### src/rtl/ccw_mem_sched_if.sv
// Channel memory-path handshake between the CCW memory scheduler and the memory port.
interface ccw_mem_sched_if;
  logic       mem_req_h;
  logic [1:0] mem_sel_h;
  logic [3:0] wd_req_h;
  logic       mem_wd_taken_h;
  logic       mem_err_h;

  modport master (
    output mem_req_h,
    output mem_sel_h,
    output wd_req_h,
    input  mem_wd_taken_h,
    input  mem_err_h
  );

  modport slave (
    input  mem_req_h,
    input  mem_sel_h,
    input  wd_req_h,
    output mem_wd_taken_h,
    output mem_err_h
  );
endinterface

### src/rtl/ccw_mem_sched.sv
// KL10 channel memory-cycle scheduler: arbitrates four requesters, sequences words,
// advances the channel buffer address on data words and aborts stalled cycles.
module ccw_mem_sched #(
  parameter int unsigned WC_W    = 11,
  parameter int unsigned TMO_CYC = 255
) (
  input  logic            clk_ccw_h,
  input  logic            ch_mr_reset_b_h,
  input  logic            store_req_h,
  input  logic            ccwf_req_h,
  input  logic            act_flag_req_h,
  input  logic            xfer_req_h,
  input  logic [WC_W-1:0] xfer_wc_h,
  input  logic            ch_mb_req_inh_h,
  input  logic            diag_channel_clk_stop_h,
  ccw_mem_sched_if.master mem,
  output logic [2:0]      buf_adr_h,
  output logic            store_done_h,
  output logic            ccwf_done_h,
  output logic            act_done_h,
  output logic            xfer_done_h,
  output logic            err_req_h,
  output logic            busy_h
);

  localparam int unsigned WdogW = $clog2(TMO_CYC);
  localparam logic [WdogW-1:0] WdogLast = WdogW'(TMO_CYC - 1);

  typedef enum logic [1:0] {StIdle, StBusy, StDone} state_e;

  state_e           state_q;
  logic [1:0]       sel_q;
  logic [2:0]       nwords_q;
  logic [1:0]       idx_q;
  logic [WdogW-1:0] wdog_q;
  logic [2:0]       buf_adr_q;
  logic             mem_req_q;
  logic [3:0]       wd_req_q;
  logic [3:0]       done_q;
  logic             err_q;

  logic       grant;
  logic [1:0] grant_sel;
  logic [2:0] grant_nw;
  logic [2:0] xfer_nw;
  logic       last_word;

  // A data quadword moves at most four words, fewer when the count runs out.
  always_comb begin
    xfer_nw = (xfer_wc_h > WC_W'(3)) ? 3'd4 : xfer_wc_h[2:0];
  end

  always_comb begin
    grant     = 1'b0;
    grant_sel = 2'd0;
    grant_nw  = 3'd0;
    if (!ch_mb_req_inh_h) begin
      if (store_req_h) begin
        grant     = 1'b1;
        grant_sel = 2'd0;
        grant_nw  = 3'd2;
      end else if (ccwf_req_h) begin
        grant     = 1'b1;
        grant_sel = 2'd1;
        grant_nw  = 3'd1;
      end else if (act_flag_req_h) begin
        grant     = 1'b1;
        grant_sel = 2'd2;
        grant_nw  = 3'd1;
      end else if (xfer_req_h) begin
        grant     = 1'b1;
        grant_sel = 2'd3;
        grant_nw  = xfer_nw;
      end
    end
  end

  always_comb begin
    last_word = ({1'b0, idx_q} == (nwords_q - 3'd1));
  end

  always_ff @(posedge clk_ccw_h) begin
    if (ch_mr_reset_b_h) begin
      state_q   <= StIdle;
      sel_q     <= 2'd0;
      nwords_q  <= 3'd0;
      idx_q     <= 2'd0;
      wdog_q    <= '0;
      buf_adr_q <= 3'd0;
      mem_req_q <= 1'b0;
      wd_req_q  <= 4'd0;
      done_q    <= 4'd0;
      err_q     <= 1'b0;
    end else if (!diag_channel_clk_stop_h) begin
      done_q <= 4'd0;
      err_q  <= 1'b0;
      unique case (state_q)
        StIdle: begin
          if (grant) begin
            sel_q    <= grant_sel;
            nwords_q <= grant_nw;
            idx_q    <= 2'd0;
            wdog_q   <= '0;
            if (grant_nw == 3'd0) begin
              state_q <= StDone;
              done_q  <= 4'b0001 << grant_sel;
            end else begin
              state_q   <= StBusy;
              mem_req_q <= 1'b1;
              wd_req_q  <= 4'b0001;
            end
          end
        end
        StBusy: begin
          // An error beats a coincident word-taken; that word is not counted.
          if (mem.mem_err_h) begin
            state_q   <= StIdle;
            mem_req_q <= 1'b0;
            wd_req_q  <= 4'd0;
            err_q     <= 1'b1;
          end else if (mem.mem_wd_taken_h) begin
            wdog_q <= '0;
            if (sel_q == 2'd3) begin
              buf_adr_q <= buf_adr_q + 3'd1;
            end
            if (last_word) begin
              state_q   <= StDone;
              mem_req_q <= 1'b0;
              wd_req_q  <= 4'd0;
              done_q    <= 4'b0001 << sel_q;
            end else begin
              idx_q    <= idx_q + 2'd1;
              wd_req_q <= wd_req_q << 1;
            end
          end else if (wdog_q == WdogLast) begin
            state_q   <= StIdle;
            mem_req_q <= 1'b0;
            wd_req_q  <= 4'd0;
            err_q     <= 1'b1;
          end else begin
            wdog_q <= wdog_q + 1'b1;
          end
        end
        StDone: begin
          state_q <= StIdle;
        end
        default: begin
          state_q <= StIdle;
        end
      endcase
    end
  end

  assign mem.mem_req_h = mem_req_q;
  assign mem.mem_sel_h = sel_q;
  assign mem.wd_req_h  = wd_req_q;
  assign buf_adr_h     = buf_adr_q;
  assign store_done_h  = done_q[0];
  assign ccwf_done_h   = done_q[1];
  assign act_done_h    = done_q[2];
  assign xfer_done_h   = done_q[3];
  assign err_req_h     = err_q;
  assign busy_h        = (state_q != StIdle);

endmodule
### src/flat_wrapper.sv
// flat-port wrapper written by rule: the top's interface ports become plain ports
module ccw_mem_sched_flat 
#(
  parameter int unsigned WC_W    = 11,
  parameter int unsigned TMO_CYC = 255
)
  (clk_ccw_h, ch_mr_reset_b_h, store_req_h, ccwf_req_h, act_flag_req_h, xfer_req_h, xfer_wc_h, ch_mb_req_inh_h, diag_channel_clk_stop_h, buf_adr_h, store_done_h, ccwf_done_h, act_done_h, xfer_done_h, err_req_h, busy_h, mem_mem_req_h, mem_mem_sel_h, mem_wd_req_h, mem_mem_wd_taken_h, mem_mem_err_h);
  ccw_mem_sched_if mem_i ();
  input  logic clk_ccw_h;
  input  logic ch_mr_reset_b_h;
  input  logic store_req_h;
  input  logic ccwf_req_h;
  input  logic act_flag_req_h;
  input  logic xfer_req_h;
  input  logic [WC_W-1:0] xfer_wc_h;
  input  logic ch_mb_req_inh_h;
  input  logic diag_channel_clk_stop_h;
  output logic [2:0] buf_adr_h;
  output logic store_done_h;
  output logic ccwf_done_h;
  output logic act_done_h;
  output logic xfer_done_h;
  output logic err_req_h;
  output logic busy_h;
  output wire logic [$bits(mem_i.mem_req_h)-1:0] mem_mem_req_h;
  output wire logic [$bits(mem_i.mem_sel_h)-1:0] mem_mem_sel_h;
  output wire logic [$bits(mem_i.wd_req_h)-1:0] mem_wd_req_h;
  input wire logic [$bits(mem_i.mem_wd_taken_h)-1:0] mem_mem_wd_taken_h;
  input wire logic [$bits(mem_i.mem_err_h)-1:0] mem_mem_err_h;
  assign mem_mem_req_h = mem_i.mem_req_h;
  assign mem_mem_sel_h = mem_i.mem_sel_h;
  assign mem_wd_req_h = mem_i.wd_req_h;
  assign mem_i.mem_wd_taken_h = mem_mem_wd_taken_h;
  assign mem_i.mem_err_h = mem_mem_err_h;
  ccw_mem_sched #(.WC_W(WC_W), .TMO_CYC(TMO_CYC)) u_core (.clk_ccw_h(clk_ccw_h), .ch_mr_reset_b_h(ch_mr_reset_b_h), .store_req_h(store_req_h), .ccwf_req_h(ccwf_req_h), .act_flag_req_h(act_flag_req_h), .xfer_req_h(xfer_req_h), .xfer_wc_h(xfer_wc_h), .ch_mb_req_inh_h(ch_mb_req_inh_h), .diag_channel_clk_stop_h(diag_channel_clk_stop_h), .mem(mem_i), .buf_adr_h(buf_adr_h), .store_done_h(store_done_h), .ccwf_done_h(ccwf_done_h), .act_done_h(act_done_h), .xfer_done_h(xfer_done_h), .err_req_h(err_req_h), .busy_h(busy_h));
endmodule
### config.mk
export PLATFORM = sky130hd
export DESIGN_NAME = ccw_mem_sched_flat
export DESIGN_NICKNAME = d
export VERILOG_FILES = /design/src/rtl/ccw_mem_sched_if.sv /design/src/rtl/ccw_mem_sched.sv /design/src/flat_wrapper.sv
export SDC_FILE = /design/constraint.sdc
export NUM_CORES = 1
export LEC_CHECK = 0
export CAP_MARGIN = 20
export CORE_UTILIZATION = 53
export DETAILED_ROUTE_END_ITERATION = 10
export HOLD_SLACK_MARGIN = 0.02
export PLACE_DENSITY = 0.84
export SLEW_MARGIN = 25
export SYNTH_ARGS = -nofsm -noshare
export SYNTH_HDL_FRONTEND = slang
export SYNTH_SLANG_ARGS = --single-unit
export TNS_END_PERCENT = 5
### constraint.sdc
create_clock -name clk_ccw_h -period 3.23 [get_ports clk_ccw_h]
set_clock_uncertainty 0.2 [all_clocks]
set_input_delay 0.646 -clock clk_ccw_h [delete_from_list [all_inputs] [get_ports clk_ccw_h]]
set_output_delay 0.646 -clock clk_ccw_h [all_outputs]
set_load 0.03 [all_outputs]
---- After elaboration in Yosys (flattened, before gate mapping) ----
Index checks and enable logic that the tools add are counted.
word-level totals
  input bits .............................. 21
  output and inout port bits .............. 16
  bits in registers ....................... 30
  logic and storage cells ................. 99
cells by class
  mux-type cells .......................... 57
  $lt $le $gt $ge ......................... 1
  shift operators ......................... 2
  equal/unequal tests ..................... 12
  reduce and logical (&&, ||, !) cells .... 11
  add/subtract/negate cells ............... 4
  bitwise gates (word level) .............. 2
operators with widths
  kind                                                                               number
  4-bit two-way mux                                                                  11
  8-bit two-way mux                                                                  4
  2-bit two-way mux                                                                  15
  3-bit two-way mux                                                                  6
  4-bit case mux with 2 select lines                                                 2
  8-bit case mux with 2 select lines                                                 1
  1-bit two-way mux                                                                  15
  5-bit AND reduction                                                                3
  6-bit AND reduction                                                                2
  11-bit by 2-bit greater-than comparator with 1-bit output (second input constant)  1
  8-bit by 1-bit adder with 8-bit output (second input constant)                     1
  8-bit == test (second input constant)                                              1
  2-bit inequality test (second input constant)                                      4
  4-bit by 3-bit inequality test with 1-bit output (second input constant)           2
  2-bit case mux with 2 select lines                                                 2
  1-bit by 2-bit left shift with 4-bit output (first input constant)                 2
  4-bit AND reduction                                                                1
  2-bit nonzero test                                                                 2
  3-bit by 1-bit adder with 3-bit output (second input constant)                     1
  2-bit by 3-bit == test with 1-bit output                                           1
  3-bit logical NOT                                                                  1
  3-bit inequality test (second input constant)                                      1
  3-bit AND reduction                                                                1
  3-bit by 1-bit subtractor with 3-bit output (second input constant)                1
  other kinds (7)                                                                    8

---- Logic depth before layout (Yosys ltp) ----
Gate-level depths: netlist of run 1.
  word-level depth ........................ 11
  depth in mapped cells ................... 8
  gate-level depth less buffers ........... 8

---- Worst setup path before layout of run 1 ----
OpenSTA, ideal clock, no wires.
  path type ............................... input port to flip-flop
  start point ............................. input xfer_wc_h[7]
  end point ............................... register u_core.wd_req_q[1] (netlist: u_core.mem.wd_req_h[1])
  library setup time ...................... 67 ps
  buffers on the path ..................... 0
  cell stages on the path ................. 6
  data required time ...................... 2,963 ps
  path slack .............................. 868 ps
  arrival ................................. 2,094 ps
  cell sequence ........................... or4_4 > nand4bb_4 > o41ai_4 > a211oi_2 > nand2b_1 > a21oi_2
on the way
  longest elaborated chain between the ends .. 10
RTL lines
  what                                                       RTL line              RTL
  start, declared                                            flat_wrapper.sv:15    input logic [WC_W-1:0] xfer_wc_h;
  11-bit by 2-bit greater-than comparator with 1-bit output  ccw_mem_sched.sv:50   xfer_nw = (xfer_wc_h > WC_W'(3)) ? 3'd4 : xfer_wc_h[2:0];
  3-bit two-way mux                                          ccw_mem_sched.sv:50
  3-bit two-way mux                                          ccw_mem_sched.sv:70   end else if (xfer_req_h) begin
  3-bit two-way mux                                          ccw_mem_sched.sv:66   end else if (act_flag_req_h) begin
  3-bit two-way mux                                          ccw_mem_sched.sv:62   end else if (ccwf_req_h) begin
  3-bit two-way mux                                          ccw_mem_sched.sv:58   if (store_req_h) begin
  3-bit two-way mux                                          ccw_mem_sched.sv:57   if (!ch_mb_req_inh_h) begin
  3-bit logical NOT                                          ccw_mem_sched.sv:104  if (grant_nw == 3'd0) begin
  2-bit inequality test (no line)                            n/a
  5-bit AND reduction (no line)                              n/a
  end signal, assigned                                       ccw_mem_sched.sv:133  wd_req_q <= wd_req_q << 1;
  end, declared                                              ccw_mem_sched.sv:38   logic [3:0] wd_req_q;
Every way passes these cells.
A chain may end at the register's enable or synchronous reset.

---- Final worst setup path of run 1 ----
  start point ............................. input ccwf_req_h
  end point ............................... register u_core.wd_req_q[0] (netlist: u_core.mem.wd_req_h[0])
on the way
  longest elaborated chain between the ends .. 6
  elaborated cells on any way between the ends .. 10
  classes of those cells .................. eq/ne (2); mux (6); reduce/logical (2)
RTL lines
  what                             RTL line              RTL
  start, declared                  flat_wrapper.sv:12    input logic ccwf_req_h;
  3-bit two-way mux                ccw_mem_sched.sv:62
  3-bit two-way mux                ccw_mem_sched.sv:58
  3-bit two-way mux                ccw_mem_sched.sv:57
  3-bit logical NOT                ccw_mem_sched.sv:104
  2-bit inequality test (no line)  n/a
  5-bit AND reduction (no line) *  n/a
Every way passes the cells marked *; elsewhere a longest branch is shown, timed or not.

==> results, run 1 <==
- The dominant register cell in the synthesized netlist is sky130_fd_sc_hd__dfxtp_1.
- Measured against its own limit, the worst slew margin works out to 55.3%.
- At the worst endpoint, the required time is about 3.3 ns.
- The kind of start point of the critical path is a primary input.
- In the layout the commonest cells are sky130_fd_sc_hd__clkdlybuf4s50_1, sky130_fd_sc_hd__nor2_1, sky130_fd_sc_hd__dfxtp_1.
- The leading cell type in the layout, fill and taps excluded is sky130_fd_sc_hd__clkdlybuf4s50_1.
- The initial antenna violation count is 0.
- The number of cells upsized or downsized after cts is 0.
- After detailed routing, the total wire length is around 3.8 mm.
- The cell area after synthesis is 1570 um2.
- The total power after layout is between 0.7 and 0.8 mW.
- Across all hold checks on the routed design, the worst slack comes to between 0.2 and 0.3 ns.
- CTS built an H-tree with a depth of 2.
- The leakage power is between 0.7 and 0.8 nW.
- After detailed routing, the average wire length per cell comes to around 15 um.
- In the synthesized netlist the async set-or-reset flop fraction comes to 0%.
- The HPWL after detailed placement is between 2 and 3 mm.
- The layout has between 200 and 250 filler cells.
- The critical path endpoint category is a flip-flop.
- The initial utilization of the core area, before any placement, comes to 56.6%.
- The max-cap violation count is 0.
- The horizontal die dimension is approximately 56 um.
- At the pin with the least slew margin, the transition time is 0.668 ns.
- The area fraction of the dominant cell type after synthesis is roughly two fifths.
- The total power per unit cell area is around 360 nW/um2.
- Buffers placed on the I/O ports in this run total 36.
- Adding up every negative setup slack in the final design gives 0 ns.
- The via count of the routed design is between 1500 and 2000.
- The number of nets still failing antenna checks after routing is 0.
- The warning count from the yosys run is 0.
- The number of pins with negative max-slew slack in the final report is 0.
- The number of global-route vias before repair came to 1440.
- The TritonCTS clock tree is yes.
- Entering global routing, the biggest net connects 20 pins.
- The synthesized netlist cell count is between 150 and 200.
- In this run the deepest clock path goes through 2 buffers.
- The kind of critical path is in -> reg.
- The register bit count reported by yosys is 30.
- The maximum fanout encountered on the critical timing path is 8.
- A synthesized cell averages 8.42 um2.
- The share of synthesized area occupied by flip-flops and latches is a little under two fifths.
- Yosys attributes the largest share of cell area to sky130_fd_sc_hd__dfxtp_1, sky130_fd_sc_hd__nor2_1, sky130_fd_sc_hd__a21oi_1.
- Of the available clock period, the critical path in the final layout requires between 80% and 90%.
- The pre-antenna-repair detailed-routing pass consisted of 4 iterations.
- The number of vias per cell is roughly 6.1.
- The layout-stage area growth over the synthesis result is 28.1%.
- sky130_fd_sc_hd__dfxtp_1 takes more of the synthesized area than any other cell.
- The floorplan step defined a die boundary enclosing ~3200 um2.
- The path class of the lowest-slack min-delay path is reg -> reg.
- Of the cells placed in the final design, the portion with a size suffix greater than 1 is 7.49%.
- Setup repair after global routing left no endpoint under its margin.
- TritonCTS created 5 clock buffers.
- The run finished with clean final reports.
- Across the VDD grid, the largest voltage drop is around 330 uV.
- The first global-routing pass estimated around 6.3 mm of wire.
- 0 antenna diodes ended up in the layout.
- At the end of routability-driven placement, the weighted congestion stood at ~0.9.
- The number of top-level design ports is 37.
- The arrival time of data at the critical path endpoint is between 2 and 3 ns.
- The clock-pin slew on the worst setup and hold paths is approximately 0.09 ns.
- The final critical path time including I/O delays and setup is 2.59 ns.
- The overall overflow remaining after global route is 0.
- The global routing usage summed across all routing layers is 25.4%.
- The number of rows in the core area is 19.
- The detailed router finished its first iteration with between 60 and 70 violations.
- The unique cell type count in the Yosys netlist is 39.
- In the final design database the tool counted around 250 nets.
- CTS saw 30 sinks.
- The CTS root buffer is sky130_fd_sc_hd__clkbuf_4.
- After clock tree synthesis, the setup repair step added 0 buffers.
- In this run, post-CTS hold repair placed 0 buffers.
- The die is roughly 56 um tall.
- The residual DRC count is 0.
- For this run, the top clock speed supported by timing is between 300 and 400 MHz.
- The number of nets handed over by synthesis was approximately 210.
- The clock insertion delay at the later pin of the skew report is 0.33 ns.
- The final hold violation count is 0.
- In this run, synthesis inferred 0 flip-flops with an integrated enable.
- Setup violations remaining at the end of the flow were counted as 0.
- The placeable core region is 2780 um2.
sequential cells by signal (all words and copies together), names as in the netlist:
signal and cells:
u_core.nwords_q 3, u_core.done_q 4, u_core.buf_adr_h 3, u_core.mem.mem_req_h 1, u_core.idx_q 2, u_core.wdog_q 8, u_core.mem.mem_sel_h 2, u_core.err_req_h 1
u_core.state_q 2, u_core.mem.wd_req_h 4
worst max-delay path: stages:
cell and delay (ns):
sky130_fd_sc_hd__clkdlybuf4s50_1 0.57, sky130_fd_sc_hd__nor2_1 0.13, sky130_fd_sc_hd__a21oi_2 0.34, sky130_fd_sc_hd__o2bb2ai_1 0.20
sky130_fd_sc_hd__a211oi_2 0.46, sky130_fd_sc_hd__nor2_1 0.08, sky130_fd_sc_hd__a211oi_1 0.22
power breakdown:
part           total [mW]  switching [mW]  internal, mW
combinational       0.131          0.0733        0.0573
clock               0.209           0.131        0.0780
sequential          0.385         0.00789         0.377
layer usage:
metal	routed length, um	track usage, %	up-vias	part of all wire [%]
li1	-	-	768	-
met1	1620	30.2	751	43
met2	1900	41.2	43	50
met3	171	7.37	13	4.5
met4	106	12.9	0	2.8
met5	0	0	-	0
cell usage after synthesis (4+ instances only):
library cell and instances:
sky130_fd_sc_hd__a211oi_1 4, sky130_fd_sc_hd__a21oi_1 16, sky130_fd_sc_hd__clkbuf_1 5, sky130_fd_sc_hd__dfxtp_1 30, sky130_fd_sc_hd__ha_1 4, sky130_fd_sc_hd__inv_1 6, sky130_fd_sc_hd__nand2_1 9, sky130_fd_sc_hd__nand2b_1 6
sky130_fd_sc_hd__nand3_1 10, sky130_fd_sc_hd__nor2_1 33, sky130_fd_sc_hd__nor3_1 9, sky130_fd_sc_hd__o21ai_0 4
cells by family (layout without fill, tap and decap cells):
| group | after synthesis | count (layout) | share of synthesized area, % |
|---|---|---|---|
| adder cells (fa/ha/maj) | 4 | 4 | 3.18 |
| multiplexers | 3 | 3 | 1.91 |
| AO/OA/AOI/OAI | 46 | 46 | 21.6 |
| XOR/XNOR | 5 | 5 | 2.78 |
| flip-flops | 30 | 30 | 38.2 |
| AND/OR/NAND/NOR | 88 | 88 | 29.7 |
| buffers and inverters | 11 | 51 | 2.62 |
layout make-up:
class | count | area, um2 | area share, %
Sequential cell | 30 | 601 | 29.8
Clock inverter | 2 | 10.0 | 0.496
Clock buffer | 5 | 37.5 | 1.86
Tap cell | 31 | 38.8 | 1.92
Inverter | 6 | 22.5 | 1.12
Timing Repair Buffer | 38 | 375 | 18.6
Multi-Input combinational cell | 146 | 932 | 46.2
per-stage QoR:
stage / worst slack [ns] / util (%) / cell area [um2] / instances
detailed placement: 0.299 / 70.8 / 1970 / 251
global route: 0.507 / 72.5 / 2020 / 258
finish: 0.637 / 72.5 / 2020 / 258
floorplan: 0.868 / - / 1570 / 187
CTS: 0.650 / 72.5 / 2020 / 258
global placement: 0.378 / 70.8 / 1970 / 251
path summary, 6_finish.rpt:
kind	end	start	slack, ns	cells after the start
setup / recovery	u_core.mem.wd_req_h[0]	ccwf_req_h	0.64	7
hold reg to reg	u_core.err_req_h	u_core.err_req_h	0.26	2
setup reg to reg	u_core.state_q[1]	u_core.nwords_q[0]	1.03	8
hold / removal	u_core.err_req_h	u_core.err_req_h	0.26	2
Note: power is estimated with default switching activity, not from simulation.
==> inputs of run 2 (changes only) <==
--- a/config.mk
+++ b/config.mk
@@ -6,10 +6,10 @@
 export NUM_CORES = 1
 export LEC_CHECK = 0
 export CAP_MARGIN = 20
-export CORE_UTILIZATION = 53
+export CORE_UTILIZATION = 49
 export DETAILED_ROUTE_END_ITERATION = 10
 export HOLD_SLACK_MARGIN = 0.02
-export PLACE_DENSITY = 0.84
+export PLACE_DENSITY = 0.79
 export SLEW_MARGIN = 25
 export SYNTH_ARGS = -nofsm -noshare
 export SYNTH_HDL_FRONTEND = slang
==> constraint.sdc (replaced) <==
create_clock -name clk_ccw_h -period 2.4 [get_ports clk_ccw_h]
set_clock_uncertainty 0.2 [all_clocks]
set_input_delay 0.48 -clock clk_ccw_h [delete_from_list [all_inputs] [get_ports clk_ccw_h]]
set_output_delay 0.48 -clock clk_ccw_h [all_outputs]
set_load 0.03 [all_outputs]
==> results, run 2 (synthesis gave the netlist of run 1 again) <==
- The CTS root buffer is sky130_fd_sc_hd__clkbuf_4.
- Setup repair after global routing could not meet its margin everywhere.
- The kind of critical path is in -> reg.
- The final critical path time including I/O delays and setup is 2.35 ns.
- The number of pins with negative max-slew slack in the final report is 0.
- The longest clock path from root to sink contains 2 buffers.
- The TritonCTS clock tree is yes.
- The path class of the lowest-slack min-delay path is reg -> reg.
- The placer's final routability congestion estimate is 0.831.
- The worst-case headroom to the max-slew limit is 68.4%.
- The number of top-level design ports is 37.
- The number of global-route vias before repair is between 1500 and 2000.
- The die outline area is 3440 um2.
- The critical path endpoint category is a flip-flop.
- The portion of the clock cycle consumed by the worst path in the final layout is approximately 100%.
- In this run the vertical extent of the chip is around 59 um.
- Clock tree synthesis found a total of 30 sinks.
- The CTS H-tree depth is 2.
- The footprint of the flip-flops and latches is 601 um2.
- The finished layout holds just under 300 standard cells, fillers aside.
- The CTS buffer count is 5.
- The horizontal die dimension is between 50 and 60 um.
- The hold buffer count at CTS is 0.
- The number of cells upsized or downsized after cts is 0.
- The placed instances occupy a cell area of roughly 2100 um2.
- Across the run, the number of max-cap violations was 0.
- The first detailed-routing pass took 4 iterations.
- The signal on the critical path passes through clkdlybuf4s50_1, or4_4, nand4bb_4, o41ai_4, buf_4, a21oi_1, a211oi_1.
- The maximum ir drop on the vdd rail is 334 uV.
- In the final routed layout, each cell accounts on average for 14.2 um.
- The layout-stage area growth over the synthesis result is 40.1%.
- The register with the most flip-flops in the layout has 8 of them.
- The violation count after the first detailed-routing iteration is ~120.
- The number of rows in the core area is 20.
- Broken down by cell family, the worst path's largest delay share belongs to simple AND/OR/NAND/NOR gates.
- The worst register-to-register path has a setup slack of about 0.30 ns.
- The required time of the critical path is roughly 2.5 ns.
- The final hold violation count is 0.
- The count of filler cells inserted in the layout is 245.
- The overall overflow remaining after global route is 0.
- The initial core utilization is roughly 52%.
- The clock insertion delay at the later pin of the skew report is 0.35 ns.
- More flip-flops sit in one register than any other, and that register is u_core.wdog_q.
- The largest individual stage delay along the critical path comes from the cell sky130_fd_sc_hd__or4_4.
- The core region is about 3100 um2.
- The area of the multi-input gates is roughly 930 um2.
- The placed wire-length estimate after detailed placement is 3.13 mm.
- The number of placed cells counting well taps is between 200 and 300.
- The leakage power is around 0.84 nW.
- Summing all non-filler instances in the final layout gives an area of between 2000 and 2500 um2.
- The total setup violations reported at the end of the flow is 0.
- The number of vias per cell is approximately 5.7.
- After clock tree synthesis, the setup repair step added 0 buffers.
- The library cells used most frequently in the layout, excluding fill and tap cells, are sky130_fd_sc_hd__clkdlybuf4s50_1, sky130_fd_sc_hd__nor2_1, sky130_fd_sc_hd__dfxtp_1.
- In the final layout, the share of cells above drive strength 1 is roughly 15%.
- The leading cell type in the layout, fill and taps excluded is sky130_fd_sc_hd__clkdlybuf4s50_1.
- The clock-pin slew on the worst setup and hold paths is around 0.10 ns.
- In the routed design, unresolved DRC markers number 0.
- In this run the remaining antenna-violating nets after routing total 0.
- The initial antenna violation count was 0.
- Counting both buffers and inverters, the worst setup path holds a total of 2.
- The peak clock frequency supported by timing is 426 MHz.
- The final layout contains routed wiring with a total length of 4.15 mm.
- The via count of the routed design is roughly 1700.
- The number of buffer cells added on primary ports is 36.
- In the final design database the tool counted 272 nets.
- The flow ran to the end, and the final reports show no timing, DRC or antenna violations.
- The arrival time of data at the critical path endpoint is 2.41 ns.
- The total power per unit cell area is approximately 480 nW/um2.
- The actual transition at the worst max-transition pin is ~0.47 ns.
- On the worst path, the slowest cell contributes a delay of between 0.5 and 0.6 ns.
- STA classifies the critical path startpoint as a primary input.
- The number of inserted diodes is 0.
- The first global-routing pass estimated about 6.9 mm of wire.
- Entering global routing, the biggest net connects 18 pins.
- Of all nets on the critical path, the largest fanout is 2.
- Across every metal layer, demand over resource in global routing totals between 20% and 30%.
## run 2: area by class of cell
class,instances,area share [%]
Multi-Input combinational cell,146,42.3
Sequential cell,30,27.2
Timing Repair Buffer,58,24.1
Tap cell,44,2.50
Clock buffer,6,2.33
Inverter,6,1.02
Clock inverter,2,0.568
## run 2: worst min-delay path: cells and delay by family (launching register included)
family          cells  cell delay (ns)
compound gates      1             0.05
flops               1             0.32
simple gates        1             0.06
## run 2: layer usage
| metal | share of wire (%) | up-vias | global-route usage (%) |
|---|---|---|---|
| met5 | 0 | - | 0 |
| met4 | 3.6 | 0 | 17.0 |
| li1 | - | 805 | - |
| met2 | 52 | 60 | 48.3 |
| met1 | 40 | 770 | 28.2 |
| met3 | 4.5 | 22 | 4.40 |
## run 2: worst paths after layout
| path | startpoint | endpoint | depth (start not counted) |
|---|---|---|---|
| worst max register to register | u_core.wdog_q[3] | u_core.mem.wd_req_h[0] | 6 |
| worst max-delay path | xfer_wc_h[6] | u_core.state_q[1] | 7 |
| worst min register to register | u_core.err_req_h | u_core.err_req_h | 2 |
| worst min-delay path | u_core.err_req_h | u_core.err_req_h | 2 |
## run 2: metrics by stage
stage	util (%)	TNS [ns]	hold WS, ns	power, mW	worst slack, ns
CTS	72.0	0	0.285	1.05	0.00722
finish	72.2	0	0.278	1.06	0.0541
global route	72.2	-0.0882	0.306	1.09	-0.0559
global placement	70.0	-2.17	0.251	0.722	-0.240
floorplan	-	0	0.250	0.625	0.204
detailed placement	70.0	-2.83	0.270	0.730	-0.338
## run 2: report_power, final
part / internal (mW) / switching (mW) / total, mW
Combinational: 0.0966 / 0.107 / 0.203
Clock: 0.141 / 0.194 / 0.335
Sequential: 0.508 / 0.00984 / 0.518
Total: 0.745 / 0.311 / 1.06
==> inputs of run 3 (changes only) <==
--- a/config.mk
+++ b/config.mk
@@ -10,6 +10,7 @@
 export DETAILED_ROUTE_END_ITERATION = 10
 export HOLD_SLACK_MARGIN = 0.02
 export PLACE_DENSITY = 0.79
+export SETUP_SLACK_MARGIN = 0.05
 export SLEW_MARGIN = 25
 export SYNTH_ARGS = -nofsm -noshare
 export SYNTH_HDL_FRONTEND = slang
==> results, run 3 (synthesis gave the netlist of run 1 again) <==
- The final critical path time including I/O delays and setup is 2.29 ns.
- For this run, the detailed router's first-pass iteration total came to 4.
- The max-cap violation count is 0.
- The CTS root buffer is sky130_fd_sc_hd__clkbuf_4.
- The worst reg2reg path startpoint is u_core.state_q[0].
- The number of nets still failing antenna checks after routing is 0.
- The leakage power is between 0.8 and 0.9 nW.
- The maximum number of pins on one net before global-route repair is 18.
- The initial antenna violation count was 0.
- The worst flop-to-flop path endpoint is u_core.done_q[1].
- STA puts the critical path data required time at around 2.5 ns.
- The kind of critical path is in -> reg.
- For this block, the routed nets add up to around 4.3 mm of wire.
- The kind of start point of the critical path is a primary input.
- In this run the number of H-tree levels came out at 2.
- 0 antenna diodes ended up in the layout.
- The final critical path takes up 95.3% of the cycle.
- The startpoint identified for the worst hold timing path is u_core.err_req_h.
- The final hold violation count came to 0.
- The ratio of cells with drive above 1 in the final layout is ~17%.
- The actual transition at the worst max-transition pin is ~0.7 ns.
- In this run the worst path has a maximum fanout of 2.
- The worst hold slack across all endpoints is around 0.28 ns.
- The largest register by flop count is u_core.wdog_q.
- The register-to-register path setup slack is about 0.2 ns.
- The detailed router placed 1663 vias in this run.
- The number of buffer cells added on primary ports is 36.
- The layout-stage area growth over the synthesis result is 42.6%.
- The violation count after the first detailed-routing iteration is 90.
- The path with the worst hold slack has its endpoint at u_core.err_req_h.
- The horizontal die dimension is around 60 um.
- The clock-pin slew on the worst setup and hold paths is ~0.10 ns.
- The residual DRC count is 0.
- The total setup violations reported at the end of the flow is 0.
- After routing, the total negative slack on setup checks comes to 0 ns.
- The initial core utilization is 51.6%.
- The placer's final routability congestion estimate is ~0.83.
- The net count of the finished layout is between 200 and 300.
- Walking the worst path, the cells encountered are clkdlybuf4s50_1, or3_4, nand4bb_4, o41ai_4, buf_4, a21oi_4, a211oi_2.
- The number of pins with negative max-slew slack in the final report is 0.
- STA classifies the critical path endpoint as a flip-flop.
- For this design the ratio of total power to cell area is approximately 480 nW/um2.
- The die outline area is around 3400 um2.
- Headroom to the max-slew limit came out at between 50 and 60%.
- The post-route standard cell area excluding fillers is 2240 um2.
- The number of global-route vias before repair is 1648.
- The first global-routing pass estimated 6.86 mm of wire.
- The later pin in the worst-skew pair is clocked with a latency of about 0.36 ns.
- Based on the critical path, the design can be clocked at up to about 440 MHz.
- The placed wire-length estimate after detailed placement is approximately 3.1 mm.
- After global routing the overflow that remains totals 0.
- Setup repair after global routing left no endpoint under its margin.
- The largest individual stage delay along the critical path comes from the cell sky130_fd_sc_hd__clkdlybuf4s50_1.
- The core region is a little over 3000 um2.
- On the worst path, the slowest cell contributes a delay of 0.41 ns.
- In this run the count of I/O pins placed on the die edge is 37.
- The routed wire length per instance is approximately 15 um.
- The number of vias per cell is roughly 5.7.
- The library cell used most frequently in the layout, excluding fill and tap cells, is sky130_fd_sc_hd__nor2_1.
- For the worst setup path, the data arrival time is ~2.4 ns.
- The maximum ir drop on the vdd rail is 332 uV.
- The number of clock buffers added by TritonCTS is 5.
- In this run the cell area measured after placement is ~2100 um2.
- The TritonCTS clock tree is yes.
- The chip height is 58.7 um.
- The worst hold path belongs to the class reg -> reg.
- The worst register-to-register path has a depth of 7.
- The flow ran to the end, and the final reports show no timing, DRC or antenna violations.
- Leaving out fill and tap cells, the most frequent cells in the layout are sky130_fd_sc_hd__nor2_1, sky130_fd_sc_hd__clkdlybuf4s50_1, sky130_fd_sc_hd__dfxtp_1.
- The TritonCTS sink count is 30.
- No sink is reached through more buffers than the 2 on the longest clock path.
- The number of instances on the worst hold path is 2.
- The global routing usage summed across all routing layers is a little over a quarter.
- The register with the most flip-flops in the layout has 8 of them.
- The number of rows in the core area is 20.
- The total power after layout is approximately 1.1 mW.
## run 3: final cells by class
type,count,area (um2)
Inverter,6,22.5
Timing Repair Buffer,59,542
Fill cell,235,808
Tap cell,44,55.1
Clock inverter,2,12.5
Clock buffer,6,51.3
Multi-Input combinational cell,146,961
Sequential cell,30,601
## run 3: worst max path at each step
stage,from,slack [ns],cells after the start,to
6_report,xfer_wc_h[9],0.11,7,u_core.state_q[1]
3_3_place_gp,xfer_wc_h[7],-0.24,7,u_core.mem.wd_req_h[1]
3_5_place_dp,xfer_wc_h[7],-0.34,7,u_core.state_q[1]
5_1_grt,xfer_wc_h[9],0.05,7,u_core.state_q[1]
4_1_cts,xfer_wc_h[7],0.05,7,u_core.state_q[1]
2_1_floorplan,xfer_wc_h[7],0.20,6,u_core.mem.wd_req_h[1]
## run 3: through the flow
step / instances / utilization, % / setup slack, ns
finish: 293 / 73.5 / 0.114
CTS: 292 / 72.0 / 0.0453
floorplan: 187 / - / 0.204
detailed placement: 284 / 70.0 / -0.338
global placement: 284 / 70.0 / -0.240
global route: 293 / 73.5 / 0.0545
## run 3: per-layer routing
layer  share of wire (%)  GRT usage [%]  wire length [um]  vias to the layer above
met5                   0              0                 0                        -
met4                 2.8           17.0               121                        0
met3                 4.3           4.40               185                       11
met2                  54           48.3              2290                       54
met1                  39           28.2              1660                      791
li1                    -              -                 -                      807
## run 3: power by group
group | leakage (nW) | internal [mW] | switching (mW)
Sequential | 0.242 | 0.508 | 0.00967
Combinational | 0.594 | 0.0986 | 0.114
Clock | 0.0343 | 0.141 | 0.201
Total | 0.870 | 0.747 | 0.325
## run 3: repair_timing
| action | in CTS | in global routing |
|---|---|---|
| pin swaps | 0 | 4 |
| buffers inserted | 0 | 1 |
| setup endpoints to repair | 2 | 9 |
| resized for setup | 1 | 9 |
| hold buffers | 0 | 0 |
## run 3: worst max-delay path: cells and delay by family
family / cells / cell delay [ns]
AO/OA/AOI/OAI: 3 / 0.66
buffers and inverters: 2 / 0.61
AND/OR/NAND/NOR: 2 / 0.61
